`src/rtl/rx_ctrl_pkg.sv`:
```
// Shared types and constants for the receive frame controller.
package rx_ctrl_pkg;
  typedef enum logic [1:0] {
    IDLE    = 2'd0,
    RECEIVE = 2'd1,
    EVAL    = 2'd2,
    GAP     = 2'd3
  } state_t;

  localparam logic [47:0] BCAST_MAC = 48'hFFFF_FFFF_FFFF;
  localparam int          MCAST_BIT = 40;

  typedef struct packed {
    logic [47:0] dest;
    logic [47:0] src;
    logic [15:0] etype;
  } hdr_t;
endpackage

```
`src/rtl/mac_addr_filter.sv`:
```
// Destination-MAC acceptance: unicast to station, broadcast, multicast (if enabled) or promiscuous.
// Purely combinational, no backpressure.
module mac_addr_filter
  import rx_ctrl_pkg::*;
(
  input  logic [47:0] dest,
  input  logic [47:0] station_mac,
  input  logic        promisc,
  input  logic        accept_mcast,
  output logic        match,
  output logic        is_bcast
);
  always_comb begin
    is_bcast = (dest == BCAST_MAC);
    match    = promisc | (dest == station_mac) | is_bcast | (accept_mcast & dest[MCAST_BIT]);
  end
endmodule

```
`src/rtl/rx_frame_controller.sv`:
```
// Arms frame_reception, filters each parsed header and offers it to the host via a one-entry buffer.
// Header/counters update two edges after rx_done; a full buffer with no pop drops the frame (counted).
module rx_frame_controller
  import rx_ctrl_pkg::*;
#(
  parameter int CNT_W      = 16,
  parameter int GAP_CYCLES = 2
) (
  input  logic             clk,
  input  logic             rst,
  input  logic             ctrl_enable,
  input  logic             promisc,
  input  logic             accept_mcast,
  input  logic [47:0]      station_mac,
  output logic             mac_rx_en,
  input  logic [47:0]      mac_dest,
  input  logic [47:0]      mac_src,
  input  logic [15:0]      mac_type,
  input  logic             mac_frame_valid,
  input  logic             mac_rx_done,
  output logic             hdr_valid,
  input  logic             hdr_ready,
  output logic [47:0]      hdr_dest,
  output logic [47:0]      hdr_src,
  output logic [15:0]      hdr_type,
  output logic             hdr_bcast,
  output logic [CNT_W-1:0] cnt_accept,
  output logic [CNT_W-1:0] cnt_drop_filter,
  output logic [CNT_W-1:0] cnt_drop_overflow,
  output logic [CNT_W-1:0] cnt_drop_error,
  output logic             busy
);
  localparam int            GW       = (GAP_CYCLES > 1) ? $clog2(GAP_CYCLES) : 1;
  localparam logic [GW-1:0] GAP_LAST = GW'(GAP_CYCLES - 1);

  state_t        state;
  hdr_t          stg;
  logic          stg_valid;
  logic [GW-1:0] gap_cnt;
  logic          match;
  logic          is_bcast;
  logic          pop;
  logic          buf_free;

  mac_addr_filter u_filter (
    .dest         (stg.dest),
    .station_mac  (station_mac),
    .promisc      (promisc),
    .accept_mcast (accept_mcast),
    .match        (match),
    .is_bcast     (is_bcast)
  );

  assign pop      = hdr_valid & hdr_ready;
  assign buf_free = ~hdr_valid | hdr_ready;

  always_ff @(posedge clk or posedge rst) begin
    if (rst) begin
      state             <= IDLE;
      mac_rx_en         <= 1'b0;
      busy              <= 1'b0;
      stg               <= '0;
      stg_valid         <= 1'b0;
      gap_cnt           <= '0;
      hdr_valid         <= 1'b0;
      hdr_dest          <= '0;
      hdr_src           <= '0;
      hdr_type          <= '0;
      hdr_bcast         <= 1'b0;
      cnt_accept        <= '0;
      cnt_drop_filter   <= '0;
      cnt_drop_overflow <= '0;
      cnt_drop_error    <= '0;
    end else begin
      // A pop clears the buffer unless EVAL reloads it on the same edge below.
      if (pop) hdr_valid <= 1'b0;

      case (state)
        IDLE: begin
          if (ctrl_enable) begin
            state     <= RECEIVE;
            mac_rx_en <= 1'b1;
            busy      <= 1'b1;
          end
        end
        RECEIVE: begin
          if (mac_rx_done) begin
            stg.dest  <= mac_dest;
            stg.src   <= mac_src;
            stg.etype <= mac_type;
            stg_valid <= mac_frame_valid;
            state     <= EVAL;
            mac_rx_en <= 1'b0;
          end
        end
        EVAL: begin
          state   <= GAP;
          gap_cnt <= '0;
          if (!stg_valid) begin
            if (cnt_drop_error != '1) cnt_drop_error <= cnt_drop_error + CNT_W'(1);
          end else if (!match) begin
            if (cnt_drop_filter != '1) cnt_drop_filter <= cnt_drop_filter + CNT_W'(1);
          end else if (buf_free) begin
            hdr_valid <= 1'b1;
            hdr_dest  <= stg.dest;
            hdr_src   <= stg.src;
            hdr_type  <= stg.etype;
            hdr_bcast <= is_bcast;
            if (cnt_accept != '1) cnt_accept <= cnt_accept + CNT_W'(1);
          end else begin
            if (cnt_drop_overflow != '1) cnt_drop_overflow <= cnt_drop_overflow + CNT_W'(1);
          end
        end
        GAP: begin
          if (gap_cnt == GAP_LAST) begin
            if (ctrl_enable) begin
              state     <= RECEIVE;
              mac_rx_en <= 1'b1;
            end else begin
              state <= IDLE;
              busy  <= 1'b0;
            end
          end else begin
            gap_cnt <= gap_cnt + GW'(1);
          end
        end
        default: begin
          state     <= IDLE;
          mac_rx_en <= 1'b0;
          busy      <= 1'b0;
        end
      endcase
    end
  end
endmodule

```
`config.mk`:
```
export PLATFORM = sky130hd
export DESIGN_NAME = rx_frame_controller
export DESIGN_NICKNAME = d
export VERILOG_FILES = /design/src/rtl/rx_ctrl_pkg.sv /design/src/rtl/mac_addr_filter.sv /design/src/rtl/rx_frame_controller.sv
export SDC_FILE = /design/constraint.sdc
export NUM_CORES = 1
export LEC_CHECK = 0
export CAP_MARGIN = 40
export CORE_MARGIN = 8
export CORE_UTILIZATION = 43
export DETAILED_ROUTE_END_ITERATION = 12
export PLACE_DENSITY = 0.76
export SETUP_SLACK_MARGIN = 0.3
export SYNTH_ARGS = -nofsm -noshare
export SYNTH_HDL_FRONTEND = slang
export SYNTH_SLANG_ARGS = --single-unit
```
`constraint.sdc`:
```
create_clock -name clk -period 10.4 [get_ports clk]
set_input_delay 2.08 -clock clk [delete_from_list [all_inputs] [get_ports clk]]
set_output_delay 2.08 -clock clk [all_outputs]
set_load 0.03 [all_outputs]
```
=== Word-level counts from Yosys, hierarchy flattened ===
Index checks and enable logic that the tools add are counted.

* Output and inout port bits: 180
* Bits of input ports: 168
* Word-level logic and storage cells: 78
* Register bits after elaboration: 296

* Reductions and logical operators: 13
* Muxes and demuxes: 20
* $add $sub $neg: 5
* Equal/unequal tests: 13
* Bitwise gates (word level): 10

{| class="wikitable"
|+ Operators with widths
! operator !! number
|-
| 16-bit by 1-bit adder with 16-bit output (second input constant) || 4
|-
| 16-bit != test (second input constant) || 4
|-
| 48-bit == test || 1
|-
| 48-bit == test (second input constant) || 1
|-
| 1-bit two-way mux || 13
|-
| 4-bit AND reduction || 3
|-
| 5-bit AND reduction || 2
|-
| 3-bit AND reduction || 3
|-
| 2-bit != test (second input constant) || 4
|-
| 2-bit one-hot mux with 4 select lines || 1
|-
| 2-bit two-way mux || 3
|-
| 2-bit == test (second input constant) || 2
|-
| 1-bit inverter || 4
|-
| 1-bit OR || 4
|-
| 1-bit one-hot mux with 2 select lines || 2
|-
| 2-bit nonzero test || 2
|-
| 1-bit one-hot mux with 3 select lines || 1
|-
| 3-bit nonzero test || 1
|-
| 1-bit bitwise AND || 2
|-
| 2-bit by 1-bit == test with 1-bit output (second input constant) || 1
|-
| 2-bit zero test || 1
|-
| 2-bit AND reduction || 1
|-
| 1-bit adder (second input constant) || 1
|}

=== Depth between registers and ports, before layout ===
Gate-level depths: netlist of the first run.

* Word-level depth: 7
* Depth in mapped cells: 9

=== Modules after synthesis ===
Synthesis of the first run repeated with hierarchy kept, for this count alone.

* Cells, all modules: 894
* Area, all modules: 12,583.3 um^2

{| class="wikitable"
|+ By module, submodules not included
! module !! area an instance (um^2) !! instances !! seq. area each (um^2) !! cells each
|-
| rx_frame_controller || 11,922.7 || 1 || 7,407.1 || 812
|-
| mac_addr_filter || 660.6 || 1 || 0.0 || 82
|}

=== Least setup slack after synthesis of the first run ===
OpenSTA, ideal clock, no wires.

* Kind: input to register
* From: input port station_mac[15]
* To: register hdr_dest[0]
* Library setup time: 0.125 ns
* Arrival time: 3.625 ns
* Stages on the path: 8
* Setup slack: 6.651 ns
* Cell sequence: xnor2_1 nand4_1 nor4_1 nand3_1 a21oi_2 buf_6 buf_6 mux2_2

* Longest elaborated chain between the ends: 5

{| class="wikitable"
|+ RTL lines
! item !! RTL line !! RTL
|-
| start: declaration || rx_frame_controller.sv:14 || <nowiki>input logic [47:0] station_mac,</nowiki>
|-
| 48-bit == test || mac_addr_filter.sv:15 || <nowiki>match = promisc | (dest == station_mac) | is_bcast | (accept_mcast & dest[MCAST_BIT]);</nowiki>
|-
| 1-bit OR (3 in a row) || mac_addr_filter.sv:15 ||
|-
| 4-bit AND reduction (no source line) || - ||
|-
| end signal: assignment || rx_frame_controller.sv:105 || <nowiki>hdr_dest <= stg.dest;</nowiki>
|-
| end: declaration || rx_frame_controller.sv:23 || <nowiki>output logic [47:0] hdr_dest,</nowiki>
|}

No other way between the ends.
A chain may end at the register's enable or synchronous reset.

=== Worst setup path after layout of the first run ===
* From: input port station_mac[32]
* To: register cnt_accept[1]

* Longest elaborated chain between the ends: 5

{| class="wikitable"
|+ RTL lines
! item !! RTL line !! RTL
|-
| 48-bit == test || mac_addr_filter.sv:15 ||
|-
| 1-bit OR (3 in a row) || mac_addr_filter.sv:15 ||
|-
| 5-bit AND reduction (no source line) || - ||
|-
| end signal: assignment || rx_frame_controller.sv:109 || <nowiki>if (cnt_accept != '1) cnt_accept <= cnt_accept + CNT_W'(1);</nowiki>
|-
| end: declaration || rx_frame_controller.sv:27 || <nowiki>output logic [CNT_W-1:0] cnt_accept,</nowiki>
|}

No other way between the ends.

==> results.yml, run 1 <==
synthesis:
  syn_area_per_cell_um2: 14.3
  synth_area_leaders: "dfrtp_1, mux2_2, xnor2_1"
  ys_seq_area_share_pct: 59.9
  synth_warnings: 0
  synth_top_area_share_pct: 59.9
  ys_seq_elements: 296
  yosys.area_share.xor_xnor_pct: 7.58
  synth_top_cell_by_area: "dfrtp_1"
  synth_compound_area_share_pct: 1.00
  synth_top_family_by_area: "multiplexers"
  synthSimpleGateAreaFrac_pct: 7.26
  synth_fa_ha_area_share_pct: 0.911
  yosys-mux-area-fraction_pct: 21.0
  yosysUniqueCellTypes: 36
  netlist_area_um2: 12400
  syn_inst: 862
  syn-num-nets: 1039
drt:
  drt-met1-wl_um: 13000
  route.met2.wl_um: 15700
  postRouteAntennaNets: 0
  firstDrtPassIters: 7
  drc: 0
  routed_via_density: 5.07
  wl_met3_um: 3200
  drt-total-wl_um: 32800
  vias: 8231
  post_drt_wl_per_cell_um: 20.2
  highest_layer: "met5"
  drtIter0Drc: 417
finish:
  fin_nets: 1395
  drive_gt1_share_pct: 23.7
  area_growth_pct: 39.9
  final_cell_count_no_fill: 1623
power:
  p_seq_share_pct: 38.6
  cellInternalPower_mw: 3.37
  p_leak_nw: 7.17
  power_density_nw_per_um2: 300
  switching_share_pct: 35.1
  switchingPower_mw: 1.82
  p_clk_share_pct: 22.0
  vdd_drop_max_uv: 239
  p_comb_share_pct: 39.4
sta:
  setup_viol: 0
  max_freq_ghz: 0.214
  finalClockSkew_ns: 0.0258
  rsz0062_at_grt: "no"
  fin_setup_tns_ns: 0
  drv_slew: 0
  finalCritPeriodShare_pct: 44.9
  finalHoldViolCount: 0
  tightest_slew_ns: 0.872
  slew_headroom_pct: 41.9
  period_minus_slack_ns: 4.67
worst_setup_path:
  timing.rr.end: "cnt_accept[1]$_DFFE_PP0P_"
  rr_worst_depth: 8
  criticalPathCategory: "in -> reg"
  reg2reg_setup_slack_ns: 7.21
  r2r_start: "stg[107]$_DFFE_PP0P_"
  cp.arrival_ns: 5.04
  critPathMaxFanout: 58
  setup.worst_path.end: "cnt_accept[1]$_DFFE_PP0P_"
  worstSetupEndpointType: "flip-flop"
  critPathLaunchType: "primary input"
  crit_path_start: "station_mac[32]"
  critPathRequiredTime_ns: 10.77
cts:
  numCtsBuffers: 34
  cts_tree: "built"
  clock-sinks: 296
  cts-htree-levels: 2
  post_cts_buffers: 0
  cts.clk_slew.worst_paths_ns: 0.05
  clock_tree.root_cell: "clkbuf_16"
  clk_path_buf_depth: 3
  cts_resized: 0
  cts_hold_buf: 0
  clock_latency_ns: 0.50
global_route:
  grt.overflow.total: 0
  grt_start_max_net_pins: 158
  antenna_found_initial: 2
  grt_use_total_pct: 19.0
  grt_pass1_vias: 8758
  grt_pass1_wl_um: 50900
floorplanning:
  die_h_um: 186
  core_area_um2: 28500
  pin_count: 348
  die_w_um: 186
  initial_utilization_pct: 43.4
  die_area_um2: 34400
  rows: 62
placement:
  gp_congestion: 0.788
  dp_hpwl_um: 24300
  port_buffers: 347
  dp.cells: 1566
min_path:
  hp-class: "reg -> reg"
job:
  max_cap_viol_count: 0
run_status:
  status: "complete, no violations"
[metrics by stage]
step	hold slack, ns	total power, mW	area, um2	util (%)	setup WS [ns]
detailed placement	0.487	4.08	16200	56.9	5.23
floorplan	0.474	3.21	12400	-	4.39
global placement	0.476	4.02	16100	56.7	5.25
CTS	0.496	5.25	17300	60.7	5.74
finish	0.494	5.18	17300	60.7	5.73
global route	0.506	5.46	17300	60.7	5.57
[flip-flops by register name, indices dropped and copies added, names as in the netlist, 2 cells and up]
name	count
stg	112
hdr_dest	48
cnt_drop_overflow	16
hdr_type	16
cnt_drop_filter	16
hdr_src	48
cnt_accept	16
cnt_drop_error	16
state	2
[area by class of cell]
type,instances,area (um2)
flip-flops and latches,296,7410
multi-input cells,519,4680
repair buffers,357,3600
clock inverters,2,10.0
inverters,10,41.3
well taps,384,480
clock buffers,54,1070
diodes,1,2.50
fillers,2276,11200
[cell usage after synthesis (all sizes together)]
cell and count:
nor2b 1, nand2 19, nand3 28, nor4bb 1, o21ai 3, a2111oi 1, and4 7, clkbuf 14
a21oi 9, a211oi 1, a41o 1, ha 9, nand4 49, nor2 8, dfrtp 296, buf 23
nor4 8, and3 20, inv 10, mux2 230, xnor2 101, xor2 6, nor3 2, a21o 2
nand2b 1, and2 9, and2b 1, or3 1, o22ai 1
[critical path: stages]
cell	delay [ns]
clkdlybuf4s50_1	0.42
xnor2_1	0.30
nand4_1	0.20
nor4_1	0.29
nand3_1	0.32
a21oi_4	0.24
buf_4	0.60
nand2_1	0.20
mux2_1	0.35
[logic make-up after synthesis]
logic type,Yosys count
xor+xnor,107
flops,296
mux,230
buf+inv,47
fa+ha+maj,9
simple gates,155
compound gates,18
[power groups by stage]
stage | combinational (mW) | sequential [mW] | clock (mW)
2_1_floorplan | 0.809 | 2.40 | 0
3_3_place_gp | 2.02 | 1.99 | 0
3_5_place_dp | 2.07 | 2.02 | 0
4_1_cts | 2.08 | 2.00 | 1.17
5_1_grt | 2.17 | 2.07 | 1.23
6_report | 2.04 | 2.00 | 1.14
[metal layers]
metal	up-vias	track usage, %
met2	300	30.3
met3	61	6.95
met5	-	0
met1	4111	23.7
met4	2	6.16
li1	3757	-
[cell usage in the layout (no fill, tap or decap), types with 18 or more instances in the layout]
cell type	instances
nand2_1	18
clkdlybuf4s50_1	347
mux2_2	229
xnor2_1	101
nand3_1	28
nand4_1	49
and3_1	19
clkbuf_16	37
dfrtp_1	296
[worst min-delay path by stage]
stage / from / endpoint / slack (ns) / depth (start not counted)
after global routing: stg[60]$_DFFE_PP0P_ / stg[60]$_DFFE_PP0P_ / 0.51 / 1
after floorplan: stg[16]$_DFFE_PP0P_ / hdr_src[0]$_DFFE_PP0P_ / 0.47 / 1
after detailed placement: cnt_drop_filter[15]$_DFFE_PP0P_ / cnt_drop_filter[15]$_DFFE_PP0P_ / 0.49 / 1
after CTS: cnt_accept[10]$_DFFE_PP0P_ / cnt_accept[10]$_DFFE_PP0P_ / 0.50 / 1
final: cnt_drop_filter[15]$_DFFE_PP0P_ / cnt_drop_filter[15]$_DFFE_PP0P_ / 0.49 / 1
after global placement: cnt_drop_filter[15]$_DFFE_PP0P_ / cnt_drop_filter[15]$_DFFE_PP0P_ / 0.48 / 1
(Power assumes the default switching activity.)
==> run 2, diff against run 1 <==
--- a/config.mk
+++ b/config.mk
@@ -7,9 +7,9 @@
 export LEC_CHECK = 0
 export CAP_MARGIN = 40
 export CORE_MARGIN = 8
-export CORE_UTILIZATION = 43
+export CORE_UTILIZATION = 48
 export DETAILED_ROUTE_END_ITERATION = 12
-export PLACE_DENSITY = 0.76
+export PLACE_DENSITY = 0.8
 export SETUP_SLACK_MARGIN = 0.3
 export SYNTH_ARGS = -nofsm -noshare
 export SYNTH_HDL_FRONTEND = slang
==> constraint.sdc (replaced) <==
create_clock -name clk -period 4.7 [get_ports clk]
set_input_delay 0.94 -clock clk [delete_from_list [all_inputs] [get_ports clk]]
set_output_delay 0.94 -clock clk [all_outputs]
set_load 0.03 [all_outputs]
==> results.yml, run 2 (synthesis gave the netlist of run 1 again) <==
run_status:
  status: "complete, no violations"
cts:
  clock_tree.root_cell: "clkbuf_16"
  clock_latency_ns: 0.55
  cts.clk_slew.worst_paths_ns: 0.06
  cts_resized: 0
  clk_path_buf_depth: 3
  post_cts_buffers: 0
  clock-sinks: 296
  cts_hold_buf: 0
  cts-htree-levels: 1
  cts_tree: "built"
  numCtsBuffers: 30
global_route:
  grtUsageMet1_pct: 26.3
  grt_util_met2_pct: 34.6
  grt-busiest-layer: "met2"
  grt.overflow.total: 0
  grt_pass1_wl_um: 52000
  grt_use_met3_pct: 6.17
  grt_use_total_pct: 21.0
  grt_pass1_vias: 8887
  antenna_found_initial: 5
  grt_start_max_net_pins: 84
sta:
  fin_setup_tns_ns: 0
  setup_slack_ns: 1.43
  finalClockSkew_ns: 0.0210
  setup_viol: 0
  hold_slack_ns: 0.488
  tightest_slew_ns: 0.703
  drv_slew: 0
  rsz0062_at_grt: "no"
  finalHoldViolCount: 0
  finalCritPeriodShare_pct: 69.6
  period_minus_slack_ns: 3.27
  slew_headroom_pct: 53.0
  max_freq_ghz: 0.306
floorplanning:
  die_h_um: 176
  pin_count: 348
  die_area_um2: 31100
  initial_utilization_pct: 48.9
  core_area_um2: 25300
  rows: 58
  die_w_um: 176
worst_setup_path:
  criticalPathCategory: "in -> reg"
  critPathLaunchType: "primary input"
  cp.arrival_ns: 3.70
  worstSetupEndpointType: "flip-flop"
  critPathMaxFanout: 18
  critPathRequiredTime_ns: 5.14
drt:
  post_drt_wl_per_cell_um: 21.1
  firstDrtPassIters: 4
  routed_via_density: 5.25
  drc: 0
  drtIter0Drc: 492
  vias: 8278
  drt-total-wl_um: 33200
  postRouteAntennaNets: 0
power:
  power_density_nw_per_um2: 664
  vdd_drop_max_uv: 545
  p_leak_nw: 7.20
finish:
  layout_commonest_cell: "clkdlybuf4s50_1"
  largest_reg_flops: 112
  num-fill-cells: 1827
  area_growth_pct: 40.0
  final_util_pct: 68.5
  multi_input_area_um2: 4680
  top_register: "stg"
  seqCellArea_um2: 7410
  fin_nets: 1396
  drive_gt1_share_pct: 24.5
  final_cell_mix: "clkdlybuf4s50_1, dfrtp_1, mux2_2"
  reg_top3: "stg (112), hdr_dest (48), hdr_src (48)"
  postLayoutCellArea_um2: 17300
job:
  max_cap_viol_count: 0
placement:
  port_buffers: 347
  gp_congestion: 0.841
  dp_hpwl_um: 24600
  dpl_cell_area_um2: 16200
  post-place-ws_ns: 0.834
min_path:
  hp-class: "reg -> reg"
## run 2: cell types whose count changed in the layout (fill, tap and decap cells not counted)
cell	previous run	this run
buf_12	1	8
clkbuf_1	9	3
clkbuf_16	37	31
clkinv_2	2	8
bufinv_16	0	4
clkbuf_8	8	5
clkinvlp_4	1	4
diode_2	1	4
buf_16	2	0
buf_1	1	0
clkdlybuf4s15_2	0	1
clkinv_4	0	1
inv_6	0	1
## run 2: worst paths after layout
kind | start | to | slack [ns] | cells past startpoint
max in group asynchronous | rst | hdr_src[18]$_DFFE_PP0P_ | 3.07 | 4
worst min-delay path | cnt_drop_overflow[4]$_DFFE_PP0P_ | cnt_drop_overflow[4]$_DFFE_PP0P_ | 0.49 | 1
min in group asynchronous | rst | cnt_drop_filter[0]$_DFFE_PP0P_ | 0.71 | 2
worst max-delay path | station_mac[25] | hdr_dest[9]$_DFFE_PP0P_ | 1.43 | 8
worst max register to register | stg[104]$_DFFE_PP0P_ | hdr_dest[9]$_DFFE_PP0P_ | 1.70 | 7
worst min register to register | cnt_drop_overflow[4]$_DFFE_PP0P_ | cnt_drop_overflow[4]$_DFFE_PP0P_ | 0.49 | 1
## run 2: critical path, cell delays in order
cell and delay [ns]:
clkdlybuf4s50_1 0.48, xnor2_1 0.12, nand4_1 0.18, nor4_1 0.36
nand3_1 0.35, a21oi_4 0.54, buf_4 0.36, mux2_2 0.37
## run 2: metrics by stage
step                      power (mW)  std cells
final                           11.5       1577
after global routing            12.0       1577
after CTS                       11.6       1573
after detailed placement        9.05       1517
after global placement          8.93       1515
after floorplan                 7.10        862
## run 2: report_power, final
group          switching [mW]  internal [mW]
Sequential              0.828           3.62
Combinational            2.25           2.29
Clock                    1.00           1.50
## run 2: area by class of cell
| type | instances | share of cell area, % |
|---|---|---|
| well taps | 330 | 2.39 |
| clock inverters | 17 | 1.16 |
| repair buffers | 362 | 21.3 |
| multi-input cells | 519 | 27.1 |
| clock buffers | 39 | 4.95 |
| flip-flops and latches | 296 | 42.8 |
| inverters | 10 | 0.239 |
| diodes | 4 | 0.0579 |
## run 2: per-layer routing
metal / part of all wire, % / vias to the layer above
met5: 0.039 / -
met4: 3.0 / 2
met3: 8.3 / 58
met2: 48 / 276
met1: 40 / 4158
li1: - / 3784
==> run 3, diff against run 2 <==
==> constraint.sdc (replaced) <==
create_clock -name clk -period 3.2 [get_ports clk]
set_input_delay 0.64 -clock clk [delete_from_list [all_inputs] [get_ports clk]]
set_output_delay 0.64 -clock clk [all_outputs]
set_load 0.03 [all_outputs]
==> results.yml, run 3 (synthesis gave the netlist of run 1 again) <==
sta:
  setup_viol: 0
  drv_slew: 0
  tightest_slew_ns: 0.619
  period_minus_slack_ns: 2.79
  finalCritPeriodShare_pct: 87.2
  finalHoldViolCount: 0
  rsz0062_at_grt: "no"
  slew_headroom_pct: 58.7
  max_freq_ghz: 0.358
  finalClockSkew_ns: 0.0141
  fin_setup_tns_ns: 0
worst_setup_path:
  worst_path_max_delay_cell: "nor4_1"
  cp.arrival_ns: 3.21
  critPathRequiredTime_ns: 3.62
  reg2reg_setup_slack_ns: 0.49
  timing.rr.end: "hdr_dest[2]$_DFFE_PP0P_"
  worstSetupEndpointType: "flip-flop"
  max_stage_delay_ns: 0.53
  critPathMaxFanout: 50
  critPathLaunchType: "primary input"
  r2r_start: "stg[96]$_DFFE_PP0P_"
  crit_family: "simple AND/OR/NAND/NOR gates"
  rr_worst_depth: 7
  criticalPathCategory: "in -> reg"
  worst-path-buf-inv: 2
  worstPathCellList: "clkdlybuf4s50_1 > xnor2_1 > nand4_1 > nor4_1 > nand3_1 > a21oi_4 > buf_12 > mux2_2"
finish:
  multi_input_area_um2: 4680
  postLayoutCellArea_um2: 17400
  final_cell_mix: "clkdlybuf4s50_1, dfrtp_1, mux2_2"
  area_growth_pct: 41.1
  top_register: "stg"
  fin_nets: 1403
  seqCellArea_um2: 7410
  largest_reg_flops: 112
  reg_top3: "stg (112), hdr_dest (48), hdr_src (48)"
  num-fill-cells: 1809
  drive_gt1_share_pct: 24.6
  layout_commonest_cell: "clkdlybuf4s50_1"
min_path:
  hp-class: "in -> async"
cts:
  clock_tree.root_cell: "clkbuf_16"
  cts_tree: "built"
  post_cts_buffers: 0
  cts_resized: 0
  cts_hold_buf: 0
  clock_latency_ns: 0.55
  cts.clk_slew.worst_paths_ns: 0.06
  clock-sinks: 296
  cts-htree-levels: 1
  numCtsBuffers: 31
  clk_path_buf_depth: 3
placement:
  dpl_cell_area_um2: 16400
  gp_congestion: 0.807
  dp_hpwl_um: 24700
  port_buffers: 347
drt:
  drt-total-wl_um: 33400
  firstDrtPassIters: 6
  postRouteAntennaNets: 0
  drtIter0Drc: 418
  post_drt_wl_per_cell_um: 21.1
  routed_via_density: 5.26
  vias: 8318
  drc: 0
power:
  power_density_nw_per_um2: 977
  cellInternalPower_mw: 11.0
  switching_share_pct: 35.2
  p_leak_nw: 7.26
  vdd_drop_max_uv: 647
  switchingPower_mw: 6.00
  p_seq_share_pct: 38.5
  p_comb_share_pct: 39.7
  p_clk_share_pct: 21.8
floorplanning:
  die_h_um: 176
  core_area_um2: 25300
  die_w_um: 176
  pin_count: 348
  rows: 58
  die_area_um2: 31100
  initial_utilization_pct: 48.9
global_route:
  grt_pass1_wl_um: 51600
  grt.overflow.total: 0
  antenna_found_initial: 7
  grt_pass1_vias: 9017
  grt_start_max_net_pins: 94
  grt_use_total_pct: 21.0
run_status:
  status: "complete, no violations"
job:
  max_cap_viol_count: 0
run 3: cell types whose count changed in the layout (fill, tap and decap cells not counted), moves of 2 or more:
cell | before | now
clkinv_2 | 8 | 6
clkbuf_1 | 3 | 5
clkinvlp_4 | 4 | 2
buf_12 | 8 | 15
run 3: cell type report:
| class | instances | share of cell area, % |
|---|---|---|
| clock buffers | 41 | 4.95 |
| repair buffers | 368 | 21.9 |
| well taps | 330 | 2.37 |
| multi-input cells | 519 | 26.9 |
| inverters | 10 | 0.237 |
| flip-flops and latches | 296 | 42.5 |
| clock inverters | 13 | 1.14 |
| diodes | 4 | 0.0574 |
run 3: worst reg2reg max path: stages (launching register included):
cell	delay, ns
dfrtp_1	0.45
xnor2_1	0.23
nand4_1	0.21
nor4_1	0.45
nand3_1	0.24
a21oi_4	0.27
buf_12	0.28
mux2_2	0.45
run 3: how the worst max path moves through the flow:
| stage | start | end | slack (ns) | depth (start not counted) |
|---|---|---|---|---|
| floorplan | rst | busy$_DFFE_PP0P_ | -1.37 | 1 |
| global placement | station_mac[0] | hdr_type[1]$_DFFE_PP0P_ | -0.11 | 8 |
| detailed placement | station_mac[0] | cnt_drop_overflow[1]$_DFFE_PP0P_ | -0.14 | 9 |
| CTS | station_mac[0] | cnt_drop_overflow[1]$_DFFE_PP0P_ | 0.44 | 9 |
| global route | stg[104]$_DFFE_PP0P_ | hdr_dest[2]$_DFFE_PP0P_ | 0.30 | 7 |
| finish | station_mac[0] | hdr_dest[2]$_DFFE_PP0P_ | 0.41 | 8 |
run 3: layer usage:
layer  global-route usage (%)  share of wire [%]  up-vias  wire length (um)
li1                         -                  -     3799                 -
met1                     25.9                 40     4165             13400
met2                     34.6                 48      285             16100
met3                     6.43                8.3       63              2770
met4                     7.11                3.0        6               998
met5                        0               0.12        -                41
run 3: stage by stage:
| step | hold slack (ns) | setup WS [ns] | std cells | power (mW) | util, % |
|---|---|---|---|---|---|
| 6_report | 0.405 | 0.409 | 1581 | 17.0 | 69.0 |
| 5_1_grt | 0.400 | 0.301 | 1581 | 17.9 | 69.0 |
| 4_1_cts | 0.382 | 0.443 | 1577 | 17.2 | 69.0 |
| 3_5_place_dp | 0.483 | -0.135 | 1523 | 13.4 | 64.8 |
| 3_3_place_gp | 0.477 | -0.105 | 1523 | 13.2 | 64.8 |
| 2_1_floorplan | 0.474 | -1.37 | 862 | 10.4 | - |
run 3: power groups by stage:
stage | combinational [mW] | sequential, mW | clock (mW)
2_1_floorplan | 2.63 | 7.80 | 0
3_3_place_gp | 6.68 | 6.51 | 0
3_5_place_dp | 6.80 | 6.57 | 0
4_1_cts | 6.85 | 6.55 | 3.80
5_1_grt | 7.17 | 6.75 | 3.96
6_report | 6.75 | 6.56 | 3.72
==> edit 1 (settings of run 1) <==
Change the parameter `GAP_CYCLES` from 2 to 1.
--- a/src/rtl/rx_frame_controller.sv
+++ b/src/rtl/rx_frame_controller.sv
@@ -6,3 +6,3 @@
   parameter int CNT_W      = 16,
-  parameter int GAP_CYCLES = 2
+  parameter int GAP_CYCLES = 1
 ) (
Behaviour: not the same (Yosys sat finds a counterexample within 10 cycles, from zero or initial values and one cycle with rst high).
==> edit 1 against run 1 <==
- worst setup slack better by 240 ps
- sequential cell count is 1 lower
- routed wire length is 4.1% higher
- power is 2.0% lower
- register-to-register slack better by 240 ps
- final area is 0.80% lower
- area after synthesis is 1.2% lower
- core utilization is 0.84 points higher
- count of clock-buffer cells in the layout is 11 lower
- critical path type unchanged
- largest cell class unchanged
==> edit 1: results (changes against run 1) <==
stage,metric,value,unit,change
pwr,ir_worst_vdd,206.6,µV,-13%
cts,cts_buffers,31,,-8.8%
grt,grt_pass1_vias,8906,,+1.7%
layout,signal_buffers,359,,+0.56%
layout,final.clkbuf_count,43,,-20%
critical_path,cp_top_family,simple AND/OR/NAND/NOR gates,,
critical_path,cp_max_fo,10,,-83%
logic_synthesis,synth_compound_area_share,1.066,%,+0.063 points
layout,inverters,12,,+2
detailed_routing,first_pass_iters,4,,-3
timing,tightest_slew,994.7,ps,+123.1 ps
layout,fillers,2165,,-4.9%
logic_synthesis,avgSynthCellArea,14.13,µm²,-1.4%
layout,multi_input_area,4644,µm²,-0.80%
grt,antenna_found_initial,7,,+5
logic_synthesis,synth_fa_ha_area_share,0.8198,%,-0.091 points
logic_synthesis,yosysUniqueCellTypes,34,,-5.6%
logic_synthesis,synth_fp_nets,1040,,+0.096%
status,status,"finished, final reports clean",,
timing,fin_skew,9.608,ps,-16.23 ps
critical_path,critPathMaxStageDelay,570,ps,-30 ps
layout,drive_gt1_share,23.52,%,-0.15 points
logic_synthesis,synth_seq_area_share,60.46,%,+0.52 points
cts,cts_max_level,1,,-1
logic_synthesis,synth_common_cells,"dfrtp_1 (295), mux2_2 (227), xor2_1 (75)",,
detailed_routing,via_count,8302,,+0.86%
placement,gp_congestion,0.8543,,+8.4%
placement,hpwl,25380,µm,+4.6%
grt,grt_max_degree,177,,+12%
detailed_routing,wire_per_inst,20.92,µm,+3.4%
pwr,p_sw,1.843,mW,+1.5%
layout,final-clk-cell-share,5.697,%,-0.55 points
logic_synthesis,synthTopCellsByArea,"dfrtp_1 (60%), mux2_2 (21%), xor2_1 (5.4%)",,
layout,comb.multi_input.count,527,,+1.5%
logic_synthesis,synth.mux.area_fraction,21.12,%,+0.16 points
detailed_routing,drt-total-wl,34190,µm,+4.1%
placement,placed_area,16160,µm²,-0.29%
critical_path,critPathArrivalTime,4900,ps,-140 ps
layout,antenna-diode-count,6,,+5
layout,buffer_area_share,21.06,%,+0.25 points
critical_path,cp_slowest_cell,nor3_2,,
placement,dpl_worst_slack,5428,ps,+194.8 ps
layout,seq_area,7382,µm²,-0.34%
grt,grt_pass1_wl,53050,µm,+4.3%
logic_synthesis,ys_ff_latch,295,,-0.34%
layout,fin_nets,1402,,+0.50%
grt,track_usage,19.92,%,+0.95 points
==> edit 1: cell types whose count changed after synthesis, sizes merged, moves of 3 or more <==
cell,change
nor3,+13
clkbuf,-4
and3,-11
xor2,+69
o21ai,+7
a21oi,-3
nor2b,+3
nand2,+3
xnor2,-69
and2,-7
nor4,+12
nand4,-15
buf,-3
nor2,+11
==> edit 1: final timing paths <==
| path | startpoint | endpoint | cells past startpoint | slack (ps) |
|---|---|---|---|---|
| setup / recovery | station_mac[24] | cnt_drop_overflow[9] | 9 | 5970 |
| hold / removal | cnt_accept[4] | cnt_accept[4] | 1 | 490 |
| setup reg to reg | stg[81] | cnt_drop_overflow[9] | 8 | 7450 |
| hold reg to reg | cnt_accept[4] | cnt_accept[4] | 1 | 490 |
| max in group asynchronous | rst | cnt_accept[14] | 4 | 6950 |
| min in group asynchronous | rst | stg[46] | 3 | 2130 |
==> edit 1: power groups by stage <==
| stage | clock, mW | combinational [mW] | sequential (mW) |
|---|---|---|---|
| 2_1_floorplan | 0 | 0.763 | 2.40 |
| 3_3_place_gp | 0 | 1.99 | 2.01 |
| 3_5_place_dp | 0 | 2.03 | 2.03 |
| 4_1_cts | 1.08 | 2.04 | 2.02 |
| 5_1_grt | 1.13 | 2.14 | 2.08 |
| 6_report | 1.05 | 2.01 | 2.02 |
==> edit 1: kinds of logic after synthesis <==
logic type / Yosys count
adder cells (fa/ha/maj): 8
AO/OA/AOI/OAI: 22
AND/OR/NAND/NOR: 161
buffers and inverters: 42
XOR/XNOR: 107
multiplexers: 229
flip-flops: 295
==> edit 1: routing by layer <==
layer  GRT usage (%)  wire, µm
met1           24.65     14020
met2           32.09     16000
met3           7.167      3128
met4           6.551      1027
met5               0        13
==> edit 2 (settings of run 1) <==
Without the edit above. Encoding of `state_t`: now one-hot (4 bits for 4 states).
--- a/src/rtl/rx_ctrl_pkg.sv
+++ b/src/rtl/rx_ctrl_pkg.sv
@@ -2,7 +2,7 @@
 package rx_ctrl_pkg;
-  typedef enum logic [1:0] {
-    IDLE    = 2'd0,
-    RECEIVE = 2'd1,
-    EVAL    = 2'd2,
-    GAP     = 2'd3
+  typedef enum logic [3:0] {
+    IDLE    = 4'b0001,
+    RECEIVE = 4'b0010,
+    EVAL    = 4'b0100,
+    GAP     = 4'b1000
   } state_t;
Behaviour: no difference found for any inputs over 4 cycles, from zero or initial values and one cycle with rst high; so few cycles prove little.
==> edit 2 against run 1 <==
- synthesized cell count increased by 31%
- core utilization decreased by 0.050 points
- hold slack got worse by 21 ps
- critical path type unchanged
- worst setup slack got worse by 1100 ps
- critical endpoint is now hdr_type[13]
- sequential cell count increased by 2
- area after synthesis increased by 1.8%
- clock skew decreased by 14 ps
- routed wire length increased by 10%
- largest cell class unchanged
- final area increased by 1.0%
Power is not compared: it rests on default switching activity, and its combinational part moved more than twofold at a synthesized area within 25%.
==> edit 2: results (changes against run 1) <==
stage,metric,value,unit,change
timing,fin_skew,11.51,ps,-14.33 ps
layout,drive_gt1_share,7.723,%,-16 points
logic_synthesis,synth_common_cells,"nand2_1 (358), dfrtp_1 (297), xnor2_1 (93)",,
detailed_routing,drtIter0Drc,673,,+61%
grt,met3_usage,5.462,%,-1.5 points
logic_synthesis,synthTopCellsByArea,"dfrtp_1 (59%), nand2_1 (11%), xnor2_1 (6.5%)",,
logic_synthesis,yosysUniqueCellTypes,45,,+25%
grt,grt_max_degree,172,,+8.9%
logic_synthesis,synth.mux.area_fraction,10.65,%,-10 points
critical_path,critPathMaxStageDelay,760,ps,+160 ps
detailed_routing,via_count,9488,,+15%
detailed_routing,wire_per_inst,19.22,µm,-5.0%
cts,cts_buffers,31,,-8.8%
pwr,p_total,3.879,mW,
critical_path,cp_max_fo,59,,+1.7%
placement,gp_congestion,0.8331,,+5.7%
logic_synthesis,synthCells,1126,,+31%
detailed_routing,met3WireLength,2312,µm,-28%
critical_path,critPathArrivalTime,6240,ps,+1200 ps
detailed_routing,first_pass_iters,5,,-2
timing,max_freq,171.8,MHz,-20%
status,status,"finished, final reports clean",,
placement,placed_area,16370,µm²,+0.98%
placement,dpl_worst_slack,4144,ps,-1089 ps
layout,fillers,2285,,+0.40%
==> edit 2: cell count changes after synthesis, moves of 5 or more <==
cell | run 1 | this run
clkbuf_1 | 14 | 30
nand4_1 | 49 | 54
and2_1 | 9 | 15
buf_6 | 14 | 0
nor2_1 | 8 | 16
nand2_1 | 19 | 358
xnor2_1 | 101 | 93
nand2b_1 | 1 | 6
xor2_1 | 6 | 14
buf_8 | 0 | 7
mux2_1 | 1 | 69
mux2_2 | 229 | 49
nand3_1 | 28 | 17
ha_1 | 9 | 4
==> edit 2: layout make-up <==
| type | count | area [µm²] | area share [%] |
|---|---|---|---|
| flip-flops and latches | 298 | 7458 | 42.71 |
| multi-input cells | 769 | 4783 | 27.39 |
| inverters | 8 | 35.03 | 0.2006 |
| well taps | 384 | 480.5 | 2.751 |
| clock inverters | 7 | 135.1 | 0.7738 |
| repair buffers | 357 | 3610 | 20.67 |
| diodes | 6 | 15.01 | 0.08597 |
| clock buffers | 50 | 947.2 | 5.423 |
==> edit 2: worst paths after layout <==
| path | from | endpoint | slack (ps) | cells past startpoint |
|---|---|---|---|---|
| hold / removal | stg[36] | stg[36] | 470 | 2 |
| setup reg to reg | stg[101] | hdr_type[13] | 6040 | 8 |
| setup / recovery | station_mac[37] | hdr_type[13] | 4580 | 9 |
| max in group asynchronous | rst | stg[96] | 6920 | 4 |
| min in group asynchronous | rst | cnt_drop_filter[9] | 2100 | 3 |
| hold reg to reg | stg[36] | stg[36] | 470 | 2 |
==> edit 2: worst reg2reg max path: stages, from the launching register on <==
cell     delay, ps
dfrtp_1        450
xnor2_1        350
nand4_1        280
nor4_1         390
nand3_2        280
a21oi_4        490
and2_4         750
buf_4          810
mux2_1         440
